**config.mk**
```make
export PLATFORM = sky130hd
export DESIGN_NAME = hps_cmd_bridge
export DESIGN_NICKNAME = d
export VERILOG_FILES = /design/src/rtl/hps_cmd_bridge.sv
export SDC_FILE = /design/constraint.sdc
export NUM_CORES = 1
export LEC_CHECK = 0
export CAP_MARGIN = 25
export CORE_ASPECT_RATIO = 1.2
export CORE_MARGIN = 2
export CORE_UTILIZATION = 45
export CTS_BUF_LIST = sky130_fd_sc_hd__clkbuf_2
export CTS_CLUSTER_SIZE = 24
export DETAILED_ROUTE_END_ITERATION = 6
export PLACE_DENSITY = 0.74
export SLEW_MARGIN = 20
export SYNTH_ARGS = -nofsm -noshare
export SYNTH_HDL_FRONTEND = slang
export SYNTH_SLANG_ARGS = --single-unit
```
**constraint.sdc**
```tcl
create_clock -name s_clk -period 5.85 [get_ports s_clk]
set_input_delay 1.4625 -clock s_clk [delete_from_list [all_inputs] [get_ports s_clk]]
set_output_delay 1.4625 -clock s_clk [all_outputs]
set_load 0.03 [all_outputs]
```
**src/rtl/hps_cmd_bridge.sv**
```systemverilog
// Bridges HPS terminal write instructions onto the GPIP register bus and, when idle,
// scans a register window back to the terminal as read instructions.
module hps_cmd_bridge #(
  parameter int          DEPTH        = 16,
  parameter int          AW           = 4,
  parameter logic [15:0] SCAN_BASE    = 16'h0000,
  parameter int          SCAN_LEN     = 64,
  parameter int          RD_ADDR_BASE = 300
) (
  input  logic          s_clk,
  input  logic          s_reset,
  input  logic          wr,
  input  logic [63:0]   wr_instruction,
  output logic          wr_busy,
  output logic          rd_valid,
  output logic [63:0]   rd_instruction,
  input  logic          rd,
  input  logic          scan_en,
  output logic [15:0]   reg_addr,
  output logic [31:0]   reg_wdata,
  output logic          reg_write,
  output logic          reg_read,
  input  logic [31:0]   reg_rdata,
  input  logic          reg_waitrequest,
  output logic [AW:0]   fifo_level,
  output logic          overflow
);

  localparam int IW = (SCAN_LEN > 1) ? $clog2(SCAN_LEN) : 1;

  typedef enum logic [1:0] {IDLE, WRITE, READ} state_t;

  state_t        state;
  logic [47:0]   mem [DEPTH];
  logic [AW-1:0] head;
  logic [AW-1:0] tail;
  logic          wr_q;
  logic          rd_q;
  logic [IW-1:0] idx;
  logic          push_edge;
  logic          push_ok;
  logic          pop;
  logic [AW:0]   level_next;
  logic          unused_rsvd;

  // Only the data and address fields are stored; the reserved field is discarded.
  assign unused_rsvd = ^wr_instruction[31:16];
  assign push_edge   = wr & ~wr_q;
  assign push_ok     = push_edge && (fifo_level != (AW+1)'(DEPTH));
  assign pop         = (state == IDLE) && (fifo_level != '0);
  assign level_next  = fifo_level + (AW+1)'(push_ok) - (AW+1)'(pop);

  always_ff @(posedge s_clk) begin
    if (push_ok) begin
      mem[tail] <= {wr_instruction[63:32], wr_instruction[15:0]};
    end
  end

  // Pending commands always win over the background scan, even with a response held.
  always_ff @(posedge s_clk or posedge s_reset) begin
    if (s_reset) begin
      state          <= IDLE;
      head           <= '0;
      tail           <= '0;
      wr_q           <= 1'b0;
      rd_q           <= 1'b0;
      idx            <= '0;
      fifo_level     <= '0;
      wr_busy        <= 1'b0;
      overflow       <= 1'b0;
      rd_valid       <= 1'b0;
      rd_instruction <= '0;
      reg_addr       <= '0;
      reg_wdata      <= '0;
      reg_write      <= 1'b0;
      reg_read       <= 1'b0;
    end else begin
      wr_q       <= wr;
      rd_q       <= rd;
      fifo_level <= level_next;
      wr_busy    <= (level_next >= (AW+1)'(DEPTH - 1));
      if (push_ok) begin
        tail <= tail + 1'b1;
      end
      if (push_edge && !push_ok) begin
        overflow <= 1'b1;
      end
      if (rd && !rd_q && rd_valid) begin
        rd_valid <= 1'b0;
      end

      case (state)
        IDLE: begin
          if (pop) begin
            reg_addr  <= mem[head][15:0];
            reg_wdata <= mem[head][47:16];
            reg_write <= 1'b1;
            head      <= head + 1'b1;
            state     <= WRITE;
          end else if (scan_en && !rd_valid) begin
            reg_addr <= SCAN_BASE + 16'(idx);
            reg_read <= 1'b1;
            state    <= READ;
          end
        end
        WRITE: begin
          if (!reg_waitrequest) begin
            reg_write <= 1'b0;
            state     <= IDLE;
          end
        end
        READ: begin
          if (!reg_waitrequest) begin
            reg_read       <= 1'b0;
            rd_valid       <= 1'b1;
            rd_instruction <= {reg_rdata, 16'h0000, 16'(RD_ADDR_BASE) + 16'(idx)};
            idx            <= (idx == IW'(SCAN_LEN - 1)) ? '0 : idx + 1'b1;
            state          <= IDLE;
          end
        end
        default: state <= IDLE;
      endcase
    end
  end

endmodule

```
* After elaboration in Yosys (flattened, before gate mapping) *
Memories as Yosys holds them, arrays and structs flattened.
Cells that the tools add are included.

storage, ports and cells
  output and inout bits = 122
  memory bits (writable) = 768
  word-level logic and storage cells = 76
  input bits = 102
  register bits after elaboration = 124
  memories = 1

cells by class
  add/sub/neg operators = 6
  magnitude comparators = 1
  equality and inequality tests = 11
  multiplexer cells = 18
  reductions and logical operators = 21
  bitwise operators = 3

memories
  memory  words  width  rd ports  clocked after memory_dff  wr ports  line  source
  mem     16     48     1         0                         1         34    logic [47:0] mem [DEPTH];

operators with widths
  cell                  count
  $mux 16               2
  $add 9x6->10 const A  1
  $ne 2x2->1 const B    5
  $mux 1                9
  $add 4x1->4 const B   2
  $reduce_and 2->1      4
  $add 6x1->6 const B   1
  $eq 6x6->1 const B    1
  $logic_and 1x1->1     6
  $mux 2                3
  $mux 6                1
  $reduce_bool 2->1     3
  $add 5x1->5           1
  $ge 5x4->1 const B    1
  $ne 5x5->1 const B    1
  $reduce_bool 5->1     1
  $sub 5x1->5           1
  $pmux 1 s2            2
  $pmux 2 s2            1
  $reduce_and 4->1      1
  $logic_not 1->1       3
  $ne 3x2->1 const B    1
  $reduce_and 3->1      1
  $eq 2x1->1 const B    1
  other kinds (6)       7

* Depth between registers and ports, before layout *
Gate-level depths: netlist of run 1.

  depth after elaboration = 6
  gate-level depth with buffers = 14
  mapped depth without buffers = 13

* Least setup slack after synthesis of run 1 *
No wires, ideal clock.

  path kind = input to register
  start point = input port wr
  end point = memory mem[3][0], enable pin
  slack = -5 ps
  arrival time = 5342 ps
  data required time = 5337 ps
  stages on the path = 3
  path buffers = 0
  setup time = 513 ps
  cells stage by stage = nor3b_2 nand2_1 nor3_1

on the way
  longest elaborated chain between the ends = 4

ends and longest elaborated chain
  item                          line  source
  start, declared               12    input logic wr,
  $and 1x1->1                   48    assign push_edge = wr & ~wr_q;
  $logic_and 1x1->1             49    assign push_ok = push_edge && (fifo_level != (AW+1)'(DEPTH));
  $mux 1                        54    if (push_ok) begin
  $mux 1 (not written as such)  55    mem[tail] <= {wr_instruction[63:32], wr_instruction[15:0]};
  end, declared                 34

No other way between the ends.

* Final worst setup path of run 1 *
  start point = register reg_wdata[30] (read register of mem)
  end point = output port reg_wdata[30]

RTL lines
  item             line  source
  start, declared  20    output logic [31:0] reg_wdata,

No word-level cell between the ends.

==> load_flow_metrics.sql, run 1 <==
INSERT INTO impl_metrics (metric_group, metric, value, unit) VALUES
('cells_and_area', 'nFillCells', '5874', ''),
('routing', 'finalWirelength', '73300', 'um'),
('routing', 'via_count', '17385', ''),
('sta', 'worst_slew_margin_relative_to_its_limit', '29.0', '%'),
('synthesis', 'postSynth.asyncResetShare', '13.1', '%'),
('global_routing', 'global_route.overflow_total', '0', ''),
('critical_path', 'source_of_the_critical_timing_path', 'reg_wdata[30]', ''),
('power', 'irDropWorstVdd', '0.000328', 'V'),
('critical_path', 'worst-path-max-fanout', '2', ''),
('critical_path', 'kind_of_end_point_of_the_critical_path', 'output pin', ''),
('routing', 'vias_per_cell', '5.45', ''),
('critical_path', 'timing.rr.start', 'fifo_level[2]', ''),
('min_path', 'hold_path.startpoint', 'overflow', ''),
('clock_network', 'cts_tree', 'done', ''),
('routing', 'route.antenna.remaining_nets', '0', ''),
('cells_and_area', 'area_growth_syn_to_layout', '14.4', '%'),
('synthesis', 'synth_sequential_area_ratio', '76.5', '%'),
('clock_network', 'post_cts_resize_count', '0', ''),
('synthesis', 'post-synth-top-area-fraction', '67.9', '%'),
('synthesis', 'yosys-top-cells-area', 'sky130_fd_sc_hd__edfxtp_1 (68%), sky130_fd_sc_hd__mux4_2 (11%), sky130_fd_sc_hd__dfrtp_1 (8.6%)', ''),
('sta', 'max_freq', '249', 'MHz'),
('clock_network', 'cts_hold_buffers', '0', ''),
('routing', 'post_drt_wl_per_cell', '23.0', 'um'),
('place', 'port_buffers', '183', ''),
('floorplanning', 'dieArea', '77700', 'um^2'),
('global_routing', 'grt_first_pass_wirelength', '112000', 'um'),
('synthesis', 'mappedNetlistArea', '33900', 'um^2'),
('critical_path', 'path_cells', 'clkdlybuf4s50_1', ''),
('sta', 'totalNegativeSetupSlack', '0', 'ns'),
('sta', 'finalSetupViolCount', '0', ''),
('routing', 'initialDrtViolationCount', '1482', ''),
('synthesis', 'synth_cell_types', '60', ''),
('cells_and_area', 'seq_area', '26000', 'um^2'),
('clock_network', 'worst_case_clock_buffer_depth', '3', ''),
('clock_network', 'htree_levels', '4', ''),
('critical_path', 'setup.worst_path.start_class', 'register', ''),
('synthesis', 'syn-instance-count', '1684', ''),
('clock_network', 'worst_setup_hold_path_clk_slew', '0.10', 'ns'),
('place', 'place.gp.congestion', '0.763', ''),
('clock_network', 'clock_sinks', '884', ''),
('floorplanning', 'chipHeight', '305', 'um'),
('critical_path', 'critPathSlowestCell', 'sky130_fd_sc_hd__clkdlybuf4s50_1', ''),
('job', 'max_cap_violations', '0', ''),
('floorplanning', 'design.core.area', '74900', 'um^2'),
('global_routing', 'first_global_vias', '18656', ''),
('cells_and_area', 'post_route_cells_drive_above_1_share', '26.9', '%'),
('clock_network', 'cts_root_buf', 'sky130_fd_sc_hd__clkbuf_2', ''),
('floorplanning', 'fp-row-count', '110', ''),
('synthesis', 'mean_instance_size_in_the_synthesized_netlist', '20.2', 'um^2'),
('power', 'total_leakage_power', '13.3', 'nW'),
('place', 'place_ws', '1.32', 'ns'),
('sta', 'maxSlewViolCount', '0', ''),
('floorplanning', 'floorplan.die.width', '255', 'um'),
('floorplanning', 'io_pins', '224', ''),
('cells_and_area', 'post_layout_nonfiller_instances', '3191', ''),
('critical_path', 'crit_family', 'buffers and inverters', ''),
('synthesis', 'synth_top_flop_cell', 'sky130_fd_sc_hd__edfxtp_1', ''),
('synthesis', 'synth_top_cell_by_area', 'sky130_fd_sc_hd__edfxtp_1', ''),
('sta', 'final.period_utilization', '68.6', '%'),
('synthesis', 'ys_seq_elements', '884', ''),
('sta', 'timing.clock.skew', '0.0861', 'ns'),
('clock_network', 'worstSkewPairLatency', '1.39', 'ns'),
('clock_network', 'cts_setup_buffers', '0', ''),
('critical_path', 'cp_num_buf_inv', '1', ''),
('critical_path', 'worstPathRequired', '4.39', 'ns'),
('place', 'place.detailed.hpwl', '40400', 'um'),
('synthesis', 'synth_edf_count', '768', ''),
('sta', 'post-route-worst-setup-slack', '1.84', 'ns'),
('cells_and_area', 'num-nets-final', '2135', ''),
('global_routing', 'grt_max_degree', '87', ''),
('outcome', 'run_status', 'completed', '');
synthesized netlist by cell type, types with 8 or more instances:
cell type,number
sky130_fd_sc_hd__edfxtp_1,768
sky130_fd_sc_hd__mux4_2,173
sky130_fd_sc_hd__nand2_1,140
sky130_fd_sc_hd__dfrtp_1,116
sky130_fd_sc_hd__o22ai_1,61
sky130_fd_sc_hd__mux2i_1,57
sky130_fd_sc_hd__buf_4,37
sky130_fd_sc_hd__buf_2,36
sky130_fd_sc_hd__a21oi_1,33
sky130_fd_sc_hd__mux2_2,26
sky130_fd_sc_hd__nor2_1,23
sky130_fd_sc_hd__o21ai_0,19
sky130_fd_sc_hd__clkbuf_1,18
sky130_fd_sc_hd__inv_1,18
sky130_fd_sc_hd__ha_1,17
sky130_fd_sc_hd__nor3_1,12
sky130_fd_sc_hd__xnor2_1,11
sky130_fd_sc_hd__a22oi_1,10
sky130_fd_sc_hd__o211ai_1,10
sky130_fd_sc_hd__buf_6,8
cell type report:
cell class / instances / area share (%)
well taps: 1008 / 3.25
flip-flops and latches: 884 / 66.9
inverters: 19 / 0.197
diodes: 6 / 0.0387
clock buffers: 287 / 3.70
repair buffers: 219 / 5.72
multi-input cells: 694 / 19.1
clock inverters: 74 / 1.09
routing by layer:
layer  track usage (%)  wire length [um]
met1              23.3             27500
met2              33.7             39300
met4              7.55              1700
met3              4.62              4820
met5                 0                27
where the power goes:
group	leakage (nW)	switching, mW	internal (mW)
Clock	1.39	2.33	1.51
Combinational	3.59	3.16	2.63
Sequential	8.29	0.626	7.53
flip-flops by register name, indices dropped and copies added (netlist names):
name / cells
fifo_level: 5
head: 4
idx: 6
mem: 768
overflow: 1
rd_instruction: 40
rd_q: 1
rd_valid: 1
reg_addr: 16
reg_read: 1
reg_wdata: 32
reg_write: 1
state: 2
tail: 4
wr_busy: 1
wr_q: 1
logic make-up after synthesis:
family | count (synthesis) | share of synthesized area (%)
buffers and inverters | 129 | 2.29
AND/OR/NAND/NOR | 207 | 2.64
other | 1 | 0.0110
flip-flops | 884 | 76.5
multiplexers | 261 | 14.2
AO/OA/AOI/OAI | 168 | 3.23
XOR/XNOR | 16 | 0.413
adder cells (fa/ha/maj) | 18 | 0.686
final timing paths:
path,slack [ns],to,cells after the start
worst max-delay path,1.84,reg_wdata[30],1
worst min-delay path,0.47,overflow,1
worst max register to register,2.45,mem[6][0],7
worst min register to register,0.47,overflow,1
max in group asynchronous,4.16,reg_addr[2],4
min in group asynchronous,0.50,reg_wdata[20],2
through the flow:
step                instance area, um^2  hold slack [ns]  util [%]
finish                            38800            0.469      51.9
global route                      38800            0.395      51.9
CTS                               38800            0.394      51.8
detailed placement                36900            0.455      49.3
global placement                  36900            0.450      49.3
floorplan                         34000            0.442         -
cells in the final DEF, fill, tap and decap left out, drive strengths merged, types with 10 or more instances in the layout:
master,n
edfxtp,768
clkinv,67
buf,36
o211ai,10
xnor2,11
nor3,12
mux4,173
a21oi,33
nor2,23
clkdlybuf4s50,183
dfrtp,116
o21ai,20
inv,20
mux2i,57
nand2,140
clkbuf,287
ha,17
mux2,31
o22ai,66
conb,24
a22oi,10
Power figures use the tool's default switching activity.
==> run 2: changes to the inputs <==
==> constraint.sdc (replaced) <==
create_clock -name s_clk -period 4 [get_ports s_clk]
set_input_delay 1 -clock s_clk [delete_from_list [all_inputs] [get_ports s_clk]]
set_output_delay 1 -clock s_clk [all_outputs]
set_load 0.03 [all_outputs]
==> run 2 against run 1 <==
  * Worst hold slack lost 0.33 ns
  * Critical path type unchanged
  * Setup slack lost 1.4 ns
  * Combinational power grew 49%
  * Sequential share of layout area shrank 0.93 points
  * Core utilization grew 0.74 points
  * Routed wire length grew 1.3%
  * Clock power grew 50%
  * Cell area grew 1.4%
  * Critical endpoint is now fifo_level[1]
  * Clock skew grew 0.010 ns
  * Register-to-register slack lost 1.4 ns
  * Sequential cell count is the same
==> load_flow_metrics.sql, run 2 (synthesized netlist as in run 1, its figures left out) <==
INSERT INTO impl_metrics (metric_group, metric, value, unit) VALUES
('global_routing', 'grt_max_degree', '73', ''),
('floorplanning', 'fp-row-count', '110', ''),
('clock_network', 'worst_setup_hold_path_clk_slew', '0.10', 'ns'),
('cells_and_area', 'design_area', '39400', 'um^2'),
('global_routing', 'first_global_vias', '18918', ''),
('critical_path', 'crit_family', 'buffers and inverters', ''),
('job', 'max_cap_violations', '0', ''),
('sta', 'maxSlewViolCount', '0', ''),
('cells_and_area', 'postLayoutCoreUtil', '52.6', '%'),
('place', 'postPlaceCellArea', '37200', 'um^2'),
('clock_network', 'numCtsBuffers', '202', ''),
('clock_network', 'cts_tree', 'done', ''),
('power', 'p_seq_share', '45.3', '%'),
('critical_path', 'timing.critical_path.arrival', '2.58', 'ns'),
('cells_and_area', 'num-nets-final', '2194', ''),
('cells_and_area', 'area_growth_syn_to_layout', '16.0', '%'),
('critical_path', 'worst-path-max-fanout', '6', ''),
('critical_path', 'cp_num_buf_inv', '1', ''),
('critical_path', 'timing_worst_setup_path_type', 'reg -> out', ''),
('outcome', 'run_status', 'completed', ''),
('cells_and_area', 'largestRegisters', 'mem x768, rd_instruction x40, reg_wdata x32', ''),
('power', 'power_report.internal_total', '17.3', 'mW'),
('routing', 'detail_route.drc_violations', '0', ''),
('critical_path', 'worstPathRequired', '3.00', 'ns'),
('critical_path', 'critPathSlowestCell', 'sky130_fd_sc_hd__clkdlybuf4s50_1', ''),
('routing', 'via_count', '17666', ''),
('sta', 'finalWorstPathRequiredPeriod', '3.58', 'ns'),
('cells_and_area', 'largest_register_ff_count', '768', ''),
('place', 'place.gp.congestion', '0.772', ''),
('sta', 'finalSetupViolCount', '0', ''),
('floorplanning', 'io_pins', '224', ''),
('floorplanning', 'initial_utilization', '45.3', '%'),
('power', 'total_leakage_power', '13.6', 'nW'),
('cells_and_area', 'leading_cell_type_in_the_layout_fill_and_taps_excluded', 'sky130_fd_sc_hd__edfxtp_1', ''),
('power', 'pwr_density_cell', '669', 'nW/um^2'),
('sta', 'timing_hold_violations_final', '0', ''),
('power', 'irDropWorstVdd', '0.000393', 'V'),
('critical_path', 'setup.worst_path.start_class', 'register', ''),
('clock_network', 'worstSkewPairLatency', '1.41', 'ns'),
('sta', 'tightestPinTransition', '0.983', 'ns'),
('floorplanning', 'dieArea', '77700', 'um^2'),
('floorplanning', 'chipHeight', '305', 'um'),
('global_routing', 'global_route.overflow_total', '0', ''),
('global_routing', 'grt_first_pass_wirelength', '112000', 'um'),
('routing', 'finalWirelength', '74200', 'um'),
('sta', 'worst_slew_margin_relative_to_its_limit', '34.4', '%'),
('power', 'power_switching', '9.07', 'mW'),
('routing', 'initialDrtViolationCount', '1402', ''),
('sta', 'max_freq', '280', 'MHz'),
('global_routing', 'global_route.usage.total', '19.4', '%'),
('sta', 'totalNegativeSetupSlack', '0', 'ns'),
('critical_path', 'path_cells', 'clkdlybuf4s50_1', ''),
('clock_network', 'cts_setup_buffers', '0', ''),
('critical_path', 'worst_path_largest_cell_delay', '0.72', 'ns'),
('routing', 'firstDrtPassIters', '6', ''),
('critical_path', 'kind_of_end_point_of_the_critical_path', 'output pin', ''),
('clock_network', 'htree_levels', '4', ''),
('place', 'port_buffers', '183', ''),
('sta', 'hold_slack', '0.135', 'ns'),
('sta', 'final.period_utilization', '89.4', '%'),
('floorplanning', 'floorplan.die.width', '255', 'um'),
('cells_and_area', 'post_route_cells_drive_above_1_share', '28.3', '%'),
('place', 'place.detailed.hpwl', '42900', 'um'),
('power', 'clockPowerShare', '21.9', '%'),
('clock_network', 'worst_case_clock_buffer_depth', '3', ''),
('sta', 'timing.clock.skew', '0.0964', 'ns'),
('min_path', 'holdCritPathClass', 'in -> async', ''),
('clock_network', 'clock_sinks', '884', ''),
('power', 'p_sw_share', '34.4', '%'),
('floorplanning', 'design.core.area', '74900', 'um^2'),
('clock_network', 'post_cts_resize_count', '0', ''),
('routing', 'route.antenna.remaining_nets', '0', ''),
('cells_and_area', 'regMostFlops', 'mem', ''),
('power', 'pwr-share-comb', '32.8', '%'),
('global_routing', 'antenna_violations_before_repair', '5', ''),
('routing', 'vias_per_cell', '5.42', ''),
('routing', 'post_drt_wl_per_cell', '22.8', 'um'),
('place', 'placedCellCount', '2848', ''),
('clock_network', 'cts_root_buf', 'sky130_fd_sc_hd__clkbuf_2', ''),
('cells_and_area', 'most_frequent_cells_in_the_layout', 'sky130_fd_sc_hd__edfxtp_1 (768), sky130_fd_sc_hd__clkbuf_2 (316), sky130_fd_sc_hd__clkdlybuf4s50_1 (183)', ''),
('sta', 'unrepaired_setup_endpoints_after_global_routing', 'false', ''),
('cells_and_area', 'post_layout_nonfiller_instances', '3257', '');
-- run 2: changes by cell type in the layout (fill, tap and decap cells not counted), moves of 2 or more --
| cell | change |
|---|---|
| sky130_fd_sc_hd__dlygate4sd3_1 | +30 |
| sky130_fd_sc_hd__clkbuf_2 | +29 |
| sky130_fd_sc_hd__buf_4 | +24 |
| sky130_fd_sc_hd__clkinv_1 | -12 |
| sky130_fd_sc_hd__clkinv_2 | -6 |
| sky130_fd_sc_hd__nor3_2 | -3 |
| sky130_fd_sc_hd__nor3_4 | +3 |
| sky130_fd_sc_hd__diode_2 | -2 |
| sky130_fd_sc_hd__inv_2 | +2 |
-- run 2: timing repair --
item	4_1_cts	5_1_grt
setup endpoints to repair	0	0
hold endpoints to repair	30	0
hold buffers	30	0
-- run 2: path summary, 6_finish.rpt --
kind | startpoint | to | slack [ns] | cells after the start
setup / recovery | fifo_level[1] | fifo_level[1] | 0.42 | 1
min in group s_clk | reg_rdata[1] | rd_instruction[33] | 0.17 | 3
max in group asynchronous | s_reset | rd_valid | 2.91 | 3
hold / removal | s_reset | reg_wdata[26] | 0.13 | 2
setup reg to reg | fifo_level[2] | wr_busy | 1.09 | 13
hold reg to reg | rd_instruction[8] | rd_instruction[8] | 0.48 | 1
-- run 2: through the flow --
stage               power [mW]  worst slack, ns
detailed placement        20.9            0.461
floorplan                 17.9           -0.112
CTS                       26.7            0.240
global route              27.7            0.230
global placement          20.6            0.439
finish                    26.3            0.425
-- run 2: area by class of cell --
type / count / area (um^2)
Clock inverter: 59 / 342
Tap cell: 1008 / 1260
Fill cell: 5876 / 35500
Sequential cell: 884 / 26000
Antenna cell: 4 / 10.0
Clock buffer: 316 / 1580
Multi-Input combinational cell: 694 / 7450
Timing Repair Buffer: 273 / 2700
Inverter: 19 / 75.1
-- run 2: layer usage --
metal	track usage [%]	wire (um)
met1	23.0	28600
met2	33.9	39100
met3	4.90	4640
met4	7.33	1850
met5	0	39
-- run 2: power groups by stage --
stage / Clock (mW) / Combinational, mW / Sequential [mW]
after global routing: 6.39 / 9.23 / 12.1
after CTS: 5.96 / 8.75 / 12.0
after global placement: 0 / 8.50 / 12.1
after floorplan: 0 / 5.41 / 12.5
after detailed placement: 0 / 8.69 / 12.2
final: 5.76 / 8.65 / 11.9
==> RTL edit, RTL diff (settings of run 2) <==
Put one more register stage on the output `overflow`, cleared by the reset. The value now appears one clock later. The other outputs are not delayed to match.
--- a/src/rtl/hps_cmd_bridge.sv
+++ b/src/rtl/hps_cmd_bridge.sv
@@ -29,6 +29,8 @@
   localparam int IW = (SCAN_LEN > 1) ? $clog2(SCAN_LEN) : 1;
 
   typedef enum logic [1:0] {IDLE, WRITE, READ} state_t;
+
+  logic overflow_s0;
 
   state_t        state;
   logic [47:0]   mem [DEPTH];
@@ -67,7 +69,7 @@
       idx            <= '0;
       fifo_level     <= '0;
       wr_busy        <= 1'b0;
-      overflow       <= 1'b0;
+      overflow_s0    <= 1'b0;
       rd_valid       <= 1'b0;
       rd_instruction <= '0;
       reg_addr       <= '0;
@@ -83,7 +85,7 @@
         tail <= tail + 1'b1;
       end
       if (push_edge && !push_ok) begin
-        overflow <= 1'b1;
+        overflow_s0 <= 1'b1;
       end
       if (rd && !rd_q && rd_valid) begin
         rd_valid <= 1'b0;
@@ -123,5 +125,13 @@
     end
   end
 
+  always_ff @(posedge s_clk or posedge s_reset) begin
+    if (s_reset) begin
+      overflow <= '0;
+    end else begin
+      overflow <= overflow_s0;
+    end
+  end
+
 endmodule
 
Function: no difference found for any inputs over 4 cycles, from zero or initial values and one cycle with s_reset high; that may be too few to reach the edited logic, so the function may still have changed.
==> RTL edit against run 2 <==
Critical path type unchanged. Area after synthesis hardly changed. Synthesized cell count hardly changed. Maximum frequency is 1.6% lower. Non-clock buffer count is 30 lower. Setup slack worse by 0.058 ns. First-iteration DRC count is 4.4% higher. Die area hardly changed. Power is 0.66% lower. Sequential cell count is 1 higher. Critical endpoint is now reg_wdata[7]. Sequential power hardly changed. Final area is 0.88% lower. Routed wire length is 1.2% lower. Critical path depth stayed put.
==> RTL edit: results (changes against run 2) <==
status=completed; hold_buf cts=5 (-83%); met1 usage=0.231 (+0.000544); GRT Total Usage=0.193 (-0.00173); hpwl dp=41.4 mm (-3.5%); Global Route met3 Usage=0.0504 (+0.00137); GPL Wtd Cong=0.772 (-0.10%); share of layout cells above drive strength 1=0.283 (+0.000407); Leakage=13.4 nW (-1.2%); Via-to-Cell Ratio=5.41 (-0.18%); GR Layer Usage met2=0.334 (-0.00525); WL per Instance=22.8 um (-0.17%); Worst Skew=0.126 ns (+0.0298 ns); fin nets=2,159 (-1.6%); VDD IR max=0.388 mV (-1.4%); DRT iter0 DRCs=1,464 (+4.4%); fillers=5,839 (-0.63%); maximum number of pins on one net before global-route repair=118 (+62%); top cells by area, synth=edfxtp_1, mux4_2, dfrtp_1, mux2i_1, nand2_1; top cells by count, synth=edfxtp_1, mux4_2, nand2_1; postcts setup bufs=0 (unchanged); first-pass GRT wire length=111 mm (-1.0%); number of CTS-inserted buffers=196 (-3.0%); vias in the first global route=18,600 (-1.5%); Hold WS=0.0286 ns (-0.106 ns); worst-path fanout max=2 (-4)
RTL edit: cell count changes in the layout (fill, tap and decap cells not counted), sizes merged:
cell / delta
buf: -5
inv: +3
dfrtp: +1
bufinv: -1
dlygate4sd3: -25
clkinv: -4
clkinvlp: +3
diode: +2
clkbuf: -7
RTL edit: cells by family after synthesis:
group                      after synthesis  synth area share
DFF                                    885             0.765
muxes                                  261             0.142
other                                    1          0.000110
and+or+nand+nor                        207            0.0264
adders and majority gates               18           0.00685
AOI/OAI and AO/OA                      168            0.0323
xor gates and xnor gates                16           0.00412
buffers and inverters                  129            0.0229
RTL edit: path summary, 6_finish.rpt:
path                            depth (start not counted)            endpoint     startpoint
worst max-delay path                                    1        reg_wdata[7]   reg_wdata[7]
worst max register to register                         13             wr_busy  fifo_level[2]
worst min register to register                          0            overflow    overflow_s0
worst min-delay path                                    3       reg_wdata[19]        s_reset
max in group asynchronous                               3  rd_instruction[59]        s_reset
min in group s_clk                                      3  rd_instruction[63]  reg_rdata[31]
RTL edit: layout make-up:
| class | count | share of cell area |
|---|---|---|
| clock inverters | 60 | 0.00875 |
| well taps | 1008 | 0.0323 |
| inverters | 19 | 0.00192 |
| repair buffers | 243 | 0.0604 |
| multi-input cells | 694 | 0.191 |
| flip-flops and latches | 885 | 0.666 |
| clock buffers | 309 | 0.0396 |
| diodes | 6 | 0.000385 |
RTL edit: through the flow:
step	setup WS, ns	power [W]	utilization	area [um^2]	std cells
after global routing	0.160	0.0275	0.521	39000	3223
after floorplan	-0.112	0.0179	-	34100	1708
after global placement	0.475	0.0206	0.495	37100	2844
final	0.367	0.0262	0.521	39000	3224
after CTS	0.231	0.0265	0.521	39000	3218
after detailed placement	0.529	0.0208	0.495	37100	2844
RTL edit: report_power, final:
| part | internal (W) | switching, W |
|---|---|---|
| registers | 0.0110 | 0.000854 |
| clock network | 0.00222 | 0.00347 |
| logic | 0.00391 | 0.00470 |
RTL edit: layer usage:
| layer | vias up | share of wire |
|---|---|---|
| li1 | 7600 | - |
| met1 | 9029 | 0.38 |
| met2 | 671 | 0.53 |
| met3 | 147 | 0.064 |
| met4 | 8 | 0.026 |
| met5 | - | 0.00063 |
